**src/rtl/control_unit_if.sv**
```systemverilog
// Control bus between control_unit and datapath: instruction/condition in, control word out.
interface control_unit_if;
   logic [31:0] IR;
   logic        CON_Out;
   logic        PCin, IRin, HIin, LOin, ZHighin, ZLowin, MARin, MDRin, OutPort, Yin;
   logic        PCout, HIout, LOout, ZHighout, ZLowout, InPort, MDRout, Cout;
   logic        Gra, Grb, Grc, Rin, Rout, BAout, Read, Write, IncPC, CON_In, GLR;
   logic [4:0]  OP;
   logic        Run;

   modport master (
      input  IR, CON_Out,
      output PCin, IRin, HIin, LOin, ZHighin, ZLowin, MARin, MDRin, OutPort, Yin,
      output PCout, HIout, LOout, ZHighout, ZLowout, InPort, MDRout, Cout,
      output Gra, Grb, Grc, Rin, Rout, BAout, Read, Write, IncPC, CON_In, GLR,
      output OP, Run
   );

   modport slave (
      output IR, CON_Out,
      input  PCin, IRin, HIin, LOin, ZHighin, ZLowin, MARin, MDRin, OutPort, Yin,
      input  PCout, HIout, LOout, ZHighout, ZLowout, InPort, MDRout, Cout,
      input  Gra, Grb, Grc, Rin, Rout, BAout, Read, Write, IncPC, CON_In, GLR,
      input  OP, Run
   );
endinterface

```
**src/rtl/control_unit.sv**
```systemverilog
// Hardwired fetch/execute sequencer for the datapath; one control word per Clock.
// Optional HALT state is built only when CU_HALT_EN is defined.
//
// state | meaning
// RESET | all controls 0, Run=1; entered on Clear
// T0    | fetch: PC -> MAR, PC+1
// T1    | fetch: memory read into MDR
// T2    | fetch: MDR -> IR
// T3-T7 | execute steps, decoded from IR[31:27]
// HALT  | all controls 0, Run=0; left only by Clear
module control_unit (
   input  logic                  Clock,
   input  logic                  Clear,
   control_unit_if.master        cu
);
   localparam logic [4:0] ADD_OP  = 5'b00100;
   localparam logic [4:0] OPC_LD  = 5'b00000;
   localparam logic [4:0] OPC_ST  = 5'b00010;
   localparam logic [4:0] OPC_BR  = 5'b10011;
   localparam logic [4:0] OPC_JR  = 5'b10100;
   localparam logic [4:0] OPC_HLT = 5'b11011;

   typedef enum logic [3:0] {
      RESET = 4'd0,
      T0    = 4'd1,
      T1    = 4'd2,
      T2    = 4'd3,
      T3    = 4'd4,
      T4    = 4'd5,
      T5    = 4'd6,
      T6    = 4'd7,
      T7    = 4'd8
`ifdef CU_HALT_EN
      ,HALT = 4'd9
`endif
   } state_t;

   state_t     state;
   logic [4:0] opcode;
   logic       is_ld, is_st, is_alu, is_br, is_jr, is_hlt;

   assign opcode = cu.IR[31:27];
   assign is_ld  = (opcode == OPC_LD);
   assign is_st  = (opcode == OPC_ST);
   assign is_alu = (opcode >= 5'b00011) && (opcode <= 5'b01011);
   assign is_br  = (opcode == OPC_BR);
   assign is_jr  = (opcode == OPC_JR);
   assign is_hlt = (opcode == OPC_HLT);

   always_ff @(posedge Clock) begin
      if (Clear) begin
         state <= RESET;
      end else begin
         case (state)
            RESET: state <= T0;
            T0:    state <= T1;
            T1:    state <= T2;
            T2:    state <= T3;
            T3: begin
               if (is_ld || is_st || is_alu || is_br)
                  state <= T4;
`ifdef CU_HALT_EN
               else if (is_hlt)
                  state <= HALT;
`endif
               else
                  state <= T0;
            end
            T4:    state <= T5;
            T5:    state <= is_alu ? T0 : T6;
            T6:    state <= is_br ? T0 : T7;
            T7:    state <= T0;
`ifdef CU_HALT_EN
            HALT:  state <= HALT;
`endif
            default: state <= RESET;
         endcase
      end
   end

   // Datapath features this sequencer never uses.
   assign cu.HIin     = 1'b0;
   assign cu.LOin     = 1'b0;
   assign cu.HIout    = 1'b0;
   assign cu.LOout    = 1'b0;
   assign cu.ZHighout = 1'b0;
   assign cu.OutPort  = 1'b0;
   assign cu.InPort   = 1'b0;
   assign cu.GLR      = 1'b0;

   always_comb begin
      cu.PCin    = 1'b0;
      cu.IRin    = 1'b0;
      cu.ZHighin = 1'b0;
      cu.ZLowin  = 1'b0;
      cu.MARin   = 1'b0;
      cu.MDRin   = 1'b0;
      cu.Yin     = 1'b0;
      cu.PCout   = 1'b0;
      cu.ZLowout = 1'b0;
      cu.MDRout  = 1'b0;
      cu.Cout    = 1'b0;
      cu.Gra     = 1'b0;
      cu.Grb     = 1'b0;
      cu.Grc     = 1'b0;
      cu.Rin     = 1'b0;
      cu.Rout    = 1'b0;
      cu.BAout   = 1'b0;
      cu.Read    = 1'b0;
      cu.Write   = 1'b0;
      cu.IncPC   = 1'b0;
      cu.CON_In  = 1'b0;
      cu.OP      = 5'b00000;
      cu.Run     = 1'b1;
      case (state)
         T0: begin
            cu.PCout = 1'b1; cu.MARin = 1'b1; cu.IncPC = 1'b1;
         end
         T1: begin
            cu.Read = 1'b1; cu.MDRin = 1'b1;
         end
         T2: begin
            cu.MDRout = 1'b1; cu.IRin = 1'b1;
         end
         T3: begin
            if (is_ld || is_st) begin
               cu.Grb = 1'b1; cu.BAout = 1'b1; cu.Yin = 1'b1;
            end else if (is_alu) begin
               cu.Grb = 1'b1; cu.Rout = 1'b1; cu.Yin = 1'b1;
            end else if (is_br) begin
               cu.Gra = 1'b1; cu.Rout = 1'b1; cu.CON_In = 1'b1;
            end else if (is_jr) begin
               cu.Gra = 1'b1; cu.Rout = 1'b1; cu.PCin = 1'b1;
            end
         end
         T4: begin
            if (is_ld || is_st) begin
               cu.Cout = 1'b1; cu.OP = ADD_OP; cu.ZHighin = 1'b1; cu.ZLowin = 1'b1;
            end else if (is_alu) begin
               cu.Grc = 1'b1; cu.Rout = 1'b1; cu.OP = opcode;
               cu.ZHighin = 1'b1; cu.ZLowin = 1'b1;
            end else if (is_br) begin
               cu.PCout = 1'b1; cu.Yin = 1'b1;
            end
         end
         T5: begin
            if (is_ld || is_st) begin
               cu.ZLowout = 1'b1; cu.MARin = 1'b1;
            end else if (is_alu) begin
               cu.ZLowout = 1'b1; cu.Gra = 1'b1; cu.Rin = 1'b1;
            end else if (is_br) begin
               cu.Cout = 1'b1; cu.OP = ADD_OP; cu.ZHighin = 1'b1; cu.ZLowin = 1'b1;
            end
         end
         T6: begin
            if (is_ld) begin
               cu.Read = 1'b1; cu.MDRin = 1'b1;
            end else if (is_st) begin
               cu.Gra = 1'b1; cu.Rout = 1'b1; cu.MDRin = 1'b1;
            end else if (is_br) begin
               // branch target is loaded only when the condition flip-flop is set
               cu.ZLowout = 1'b1; cu.PCin = cu.CON_Out;
            end
         end
         T7: begin
            if (is_ld) begin
               cu.MDRout = 1'b1; cu.Gra = 1'b1; cu.Rin = 1'b1;
            end else if (is_st) begin
               cu.Write = 1'b1;
            end
         end
`ifdef CU_HALT_EN
         HALT: cu.Run = 1'b0;
`endif
         default: ;
      endcase
   end

   // HALT opcode only matters when the HALT state exists.
   logic unused_hlt;
   assign unused_hlt = is_hlt;
endmodule

```
**src/flat_wrapper.sv**
```systemverilog
// flat-port wrapper written by rule: the top's interface ports become plain ports
module control_unit_flat 
  (Clock, Clear, cu_IR, cu_CON_Out, cu_PCin, cu_IRin, cu_HIin, cu_LOin, cu_ZHighin, cu_ZLowin, cu_MARin, cu_MDRin, cu_OutPort, cu_Yin, cu_PCout, cu_HIout, cu_LOout, cu_ZHighout, cu_ZLowout, cu_InPort, cu_MDRout, cu_Cout, cu_Gra, cu_Grb, cu_Grc, cu_Rin, cu_Rout, cu_BAout, cu_Read, cu_Write, cu_IncPC, cu_CON_In, cu_GLR, cu_OP, cu_Run);
  control_unit_if cu_i ();
  input  logic Clock;
  input  logic Clear;
  input wire logic [$bits(cu_i.IR)-1:0] cu_IR;
  input wire logic [$bits(cu_i.CON_Out)-1:0] cu_CON_Out;
  output wire logic [$bits(cu_i.PCin)-1:0] cu_PCin;
  output wire logic [$bits(cu_i.IRin)-1:0] cu_IRin;
  output wire logic [$bits(cu_i.HIin)-1:0] cu_HIin;
  output wire logic [$bits(cu_i.LOin)-1:0] cu_LOin;
  output wire logic [$bits(cu_i.ZHighin)-1:0] cu_ZHighin;
  output wire logic [$bits(cu_i.ZLowin)-1:0] cu_ZLowin;
  output wire logic [$bits(cu_i.MARin)-1:0] cu_MARin;
  output wire logic [$bits(cu_i.MDRin)-1:0] cu_MDRin;
  output wire logic [$bits(cu_i.OutPort)-1:0] cu_OutPort;
  output wire logic [$bits(cu_i.Yin)-1:0] cu_Yin;
  output wire logic [$bits(cu_i.PCout)-1:0] cu_PCout;
  output wire logic [$bits(cu_i.HIout)-1:0] cu_HIout;
  output wire logic [$bits(cu_i.LOout)-1:0] cu_LOout;
  output wire logic [$bits(cu_i.ZHighout)-1:0] cu_ZHighout;
  output wire logic [$bits(cu_i.ZLowout)-1:0] cu_ZLowout;
  output wire logic [$bits(cu_i.InPort)-1:0] cu_InPort;
  output wire logic [$bits(cu_i.MDRout)-1:0] cu_MDRout;
  output wire logic [$bits(cu_i.Cout)-1:0] cu_Cout;
  output wire logic [$bits(cu_i.Gra)-1:0] cu_Gra;
  output wire logic [$bits(cu_i.Grb)-1:0] cu_Grb;
  output wire logic [$bits(cu_i.Grc)-1:0] cu_Grc;
  output wire logic [$bits(cu_i.Rin)-1:0] cu_Rin;
  output wire logic [$bits(cu_i.Rout)-1:0] cu_Rout;
  output wire logic [$bits(cu_i.BAout)-1:0] cu_BAout;
  output wire logic [$bits(cu_i.Read)-1:0] cu_Read;
  output wire logic [$bits(cu_i.Write)-1:0] cu_Write;
  output wire logic [$bits(cu_i.IncPC)-1:0] cu_IncPC;
  output wire logic [$bits(cu_i.CON_In)-1:0] cu_CON_In;
  output wire logic [$bits(cu_i.GLR)-1:0] cu_GLR;
  output wire logic [$bits(cu_i.OP)-1:0] cu_OP;
  output wire logic [$bits(cu_i.Run)-1:0] cu_Run;
  assign cu_i.IR = cu_IR;
  assign cu_i.CON_Out = cu_CON_Out;
  assign cu_PCin = cu_i.PCin;
  assign cu_IRin = cu_i.IRin;
  assign cu_HIin = cu_i.HIin;
  assign cu_LOin = cu_i.LOin;
  assign cu_ZHighin = cu_i.ZHighin;
  assign cu_ZLowin = cu_i.ZLowin;
  assign cu_MARin = cu_i.MARin;
  assign cu_MDRin = cu_i.MDRin;
  assign cu_OutPort = cu_i.OutPort;
  assign cu_Yin = cu_i.Yin;
  assign cu_PCout = cu_i.PCout;
  assign cu_HIout = cu_i.HIout;
  assign cu_LOout = cu_i.LOout;
  assign cu_ZHighout = cu_i.ZHighout;
  assign cu_ZLowout = cu_i.ZLowout;
  assign cu_InPort = cu_i.InPort;
  assign cu_MDRout = cu_i.MDRout;
  assign cu_Cout = cu_i.Cout;
  assign cu_Gra = cu_i.Gra;
  assign cu_Grb = cu_i.Grb;
  assign cu_Grc = cu_i.Grc;
  assign cu_Rin = cu_i.Rin;
  assign cu_Rout = cu_i.Rout;
  assign cu_BAout = cu_i.BAout;
  assign cu_Read = cu_i.Read;
  assign cu_Write = cu_i.Write;
  assign cu_IncPC = cu_i.IncPC;
  assign cu_CON_In = cu_i.CON_In;
  assign cu_GLR = cu_i.GLR;
  assign cu_OP = cu_i.OP;
  assign cu_Run = cu_i.Run;
  control_unit u_core (.Clock(Clock), .Clear(Clear), .cu(cu_i));
endmodule
```
**config.mk**
```make
export PLATFORM = sky130hd
export DESIGN_NAME = control_unit_flat
export DESIGN_NICKNAME = d
export VERILOG_FILES = /design/src/rtl/control_unit_if.sv /design/src/rtl/control_unit.sv /design/src/flat_wrapper.sv
export SDC_FILE = /design/constraint.sdc
export NUM_CORES = 1
export LEC_CHECK = 0
export BUFFER_PORTS_ARGS = -buffer_cell sky130_fd_sc_hd__buf_2
export CORE_ASPECT_RATIO = 0.75
export CORE_MARGIN = 1
export CORE_UTILIZATION = 32
export DETAILED_ROUTE_END_ITERATION = 8
export PLACE_DENSITY = 0.79
export SYNTH_ARGS = -nofsm -noshare
export SYNTH_HDL_FRONTEND = slang
export SYNTH_SLANG_ARGS = --single-unit
```
**constraint.sdc**
```tcl
create_clock -name Clock -period 1.65 [get_ports Clock]
set_clock_uncertainty 0.2 [all_clocks]
set_input_delay 0.2475 -clock Clock [delete_from_list [all_inputs] [get_ports Clock]]
set_output_delay 0.2475 -clock Clock [all_outputs]
set_load 0.05 [all_outputs]
```
* Word level (Yosys, flattened, before mapping)
Cells that the tools add are included.
Word-level totals: bits in registers 4, output and inout bits 35, word-level logic and storage cells 76
Operators by class: order comparisons 2, equal/unequal tests 11, mux-type cells 55, reductions and logical operators 7
Operator list (count):
- $mux W1 | 32
- $pmux W4 S8 | 1
- $pmux W1 S2 | 11
- $mux W5 | 4
- $eq A4 B3 Y1 const B | 4
- $eq A5 B5 Y1 const B | 2
- $pmux W5 S2 | 1
- $mux W3 | 3
- $eq A4 B2 Y1 const B | 2
- $eq A5 B2 Y1 const B | 1
- $ge A5 B2 Y1 const B | 1
- $le A5 B4 Y1 const B | 1
- $logic_not A5 Y1 | 1
- $eq A4 B1 Y1 const B | 1
- $eq A4 B4 Y1 const B | 1
- $logic_not A4 Y1 | 1
- $mux W4 | 1
- $pmux W1 S4 | 1
- $logic_or A1 B1 Y1 | 3
- $pmux W1 S3 | 1
- $reduce_or A2 Y1 | 1
- $logic_and A1 B1 Y1 | 1

* Longest topological paths before layout
depth in word-level cells 6, gate-level depth with buffers 7, depth with buffers taken out 4

* Least setup slack after synthesis
No wires, ideal clock.
path kind reg-to-output, start point register u_core.state[1], end point output cu_Gra, arrival 2.684 ns, data required time 1.202 ns, slack -1.481 ns, cell stages (with the launch flop) 5, path buffers 1, cells stage by stage dfxtp_1 > clkbuf_1 > nand2_1 > o32ai_1 > a311o_1
Between the ends: word-level cells in the longest chain between the ends 2, elaborated cells between the ends (all ways) 5, classes of those cells eq/ne (4); mux (1)
Ends and longest elaborated chain:
- start, declared | RTL line control_unit.sv:38 | state_t state;
- start signal, assigned | RTL line control_unit.sv:70 | T5: state <= is_alu ? T0 : T6;
- start signal, assigned | RTL line control_unit.sv:71 | T6: state <= is_br ? T0 : T7;
- $eq A4 B4 Y1 or $eq A4 B3 Y1 (tied branches) | RTL line control_unit.sv:115 | case (state)
- $pmux W1 S4 (*) | RTL line control_unit.sv:115
- end, declared | RTL line flat_wrapper.sv:27 | output wire logic [$bits(cu_i.Gra)-1:0] cu_Gra;
Mark *: on every way between the ends. The rest lies on a longest branch, timed or not.

* Worst setup path in the final report
start point register u_core.state[0], end point output cu_Gra
Same word-level chain as after synthesis.

==> results.yml <==
placement:
  pre_cts_slack_ns: -0.520
  io_buffers: 32
  dpl.hpwl_um: 2240
  gp_congestion: 0.839
setup_path:
  critPathArrivalTime_ns: 1.60
  r2r_cells: 7
  crit_type: "flip-flop to output pin"
  cp.required_ns: 1.20
  path_max_fanout: 7
  reg2reg_to: "u_core.state[2]"
  cp-start-kind: "flip-flop"
  reg2reg_slack_ns: -0.27
  worstSetupEndpointType: "output pin"
  rr_startpoint: "u_core.state[0]"
yosys:
  muxShareOfSynthArea_pct: 3.05
  synth_xor_area_share_pct: 1.26
  async_flop_share_pct: 0
  syn_inst: 108
  synth_common_cells: "nor2_1, buf_4, a21oi_1"
  synth_area_sq_um: 697
  synthAdderAreaFrac_pct: 0
  synth_top_family_by_area: "simple AND/OR/NAND/NOR gates"
  synth.distinct_cells: 37
  dominantRegCellSynth: "dfxtp_1"
  synth_area_leader_cell: "buf_4"
  synth_warnings: 0
  yosysTopAreaCellShare_pct: 11.8
  synthTopCellsByArea: "buf_4, dfxtp_1, nor2_1"
  synth-compound-area-share_pct: 19.9
  synthSimpleGateAreaFrac_pct: 45.6
  yosysMostFrequentCell: "nor2_1"
  yosysSeqAreaShare_pct: 11.5
  ys_seq_elements: 4
  synth_edf_count: 0
  synth.avg_cell_area_sq_um: 6.45
floorplanning:
  die_area_sq_um: 2370
  die_w_um: 55.9
  die_y_um: 42.4
  row_count: 14
  ios: 70
  start_util_pct: 34.3
  core_sq_um: 2030
timing:
  whs_ns: 0.562
  setup_viol: 26
  fmaxAchievable_ghz: 0.489
  hold_viol_final: 0
  fin_crit_ns: 2.05
  rsz0062_at_grt: "true"
  fin_ws_ns: -0.395
  slew_violations: 0
  min_period_over_period_pct: 124
grt:
  grt_pass1_wl_um: 6410
  overflow: 0
  grt_start_max_net_pins: 13
  track_usage_pct: 36.2
  antenna_found_initial: 0
  grt_pass1_vias: 1230
route:
  drt_iter0_drc: 84
  post_drt_via_cell_ratio: 5.94
  wl_met3_um: 454
  num_vias: 1218
  drc_errors: 0
  ant_nets: 0
  m1WireLength_um: 1590
  top_layer: "met4"
  wl_met2_um: 2290
  drt-wirelength-per-cell_um: 22.8
  dr.pass1.iters: 4
  routed_wl_um: 4670
cts:
  numCtsBuffers: 3
  cts_tree: "done"
  clk_pin_slew_ns: 0.04
  htreeDepth: 1
  clockRootBuffer: "clkbuf_4"
  clk_latency_ns: 0.25
  cts.path.max_buffers: 2
  cts.sinks: 4
layout:
  top_regs: "u_core.state (4)"
  area.growth.synth_to_final_pct: 165
  layout-drive-gt1-share_pct: 75.1
  antenna_cells: 0
  regMostFlops: "u_core.state"
  nNetsFinal: 218
  largest_reg_flops: 4
status:
  status: "finished, violations left"
  violations: "setup timing"
worst_hold_path:
  min_path_cells: 3
  hold_class: "flip-flop to flip-flop"
  hp-start: "u_core.state[0]"
  whs_endpoint: "u_core.state[1]"
power:
  comb_power_share_pct: 65.7
  ir_drop_mv: 0.354
  pwr-share-clk_pct: 18.8
  p_sw_mw: 0.343
  sw_frac_of_total_pct: 48.1
  p_leak_nw: 0.810
  cellPowerDensity_nw_per_um2: 386
  power.internal_mw: 0.370
  power_frac_seq_pct: 15.5
job:
  max-cap-violations: 0
-- stage by stage --
stage | total power, mW | utilization [%] | setup TNS (ns) | instance area, sq um | std cells
after floorplan | 0.358 | - | -5.21 | 1000 | 116
after global placement | 0.433 | 63.4 | -7.61 | 1290 | 190
after detailed placement | 0.442 | 63.4 | -8.43 | 1290 | 190
after CTS | 0.653 | 86.0 | -6.01 | 1750 | 200
after global routing | 0.730 | 90.8 | -8.82 | 1840 | 205
final | 0.713 | 90.8 | -8.00 | 1840 | 205
-- layout by cell type (no fill, tap or decap), types with 2 or more instances in the layout --
cell type	netlist	final
a21oi_1	8	2
a21oi_2	0	2
a21oi_4	0	4
and2_4	0	6
and3_1	3	2
buf_2	2	4
buf_4	11	30
buf_6	0	34
buf_8	0	11
clkbuf_4	0	3
conb_1	2	10
dfxtp_2	0	4
nand2_1	7	3
nand2_4	0	3
nand2b_4	0	3
nand3_2	0	2
nand3b_1	2	2
nor2_1	12	9
nor2_4	0	2
nor2b_1	4	2
nor3_4	0	6
o21a_1	2	2
-- critical path, stage by stage (launching register included) --
cell and delay, ns:
dfxtp_2 0.39, buf_4 0.20, nand2b_4 0.15, o32ai_4 0.10
a311o_2 0.34, buf_8 0.16
-- timing repair --
| action | 4_1_cts | 5_1_grt |
|---|---|---|
| pin swaps | 18 | 7 |
| setup buffers | 6 | 6 |
| hold endpoints to repair | 1 | 0 |
| hold buffers | 1 | 0 |
| setup endpoints to repair | 26 | 27 |
| resized for setup | 102 | 15 |
-- routing by layer --
layer  up-vias  global-route usage [%]
li1        504                       -
met1       572                    37.4
met2       101                    64.3
met3        41                    9.88
met4         0                    24.9
met5         -                       0
-- worst max-delay path by stage --
stage | start | to | cells after the start
3_3_place_gp | cu_IR[27] | cu_PCin | 5
3_5_place_dp | cu_IR[27] | cu_PCin | 5
2_1_floorplan | cu_IR[28] | cu_PCin | 4
5_1_grt | cu_IR[27] | cu_MDRout | 8
4_1_cts | u_core.state[0] | cu_PCin | 4
6_report | u_core.state[0] | cu_Gra | 5
-- power groups by stage --
stage / registers [mW] / clock network, mW / logic, mW
after floorplan: 0.108 / 0 / 0.250
after global placement: 0.107 / 0 / 0.326
after detailed placement: 0.107 / 0 / 0.335
after CTS: 0.109 / 0.128 / 0.416
after global routing: 0.110 / 0.142 / 0.477
final: 0.111 / 0.134 / 0.468
-- final cells by class --
cell class / instances / area [sq um]
clock buffer: 3 / 22.5
fill: 76 / 188
inverter: 2 / 11.3
multi-input combinational: 91 / 872
sequential: 4 / 85.1
tap: 24 / 30.0
timing repair buffer: 81 / 823
-- logic make-up after synthesis --
family / Yosys count
other cells: 2
flops: 4
mux: 2
xor+xnor: 1
buf+inv: 21
simple gates: 57
compound gates: 21
(Power assumes the default switching activity.)
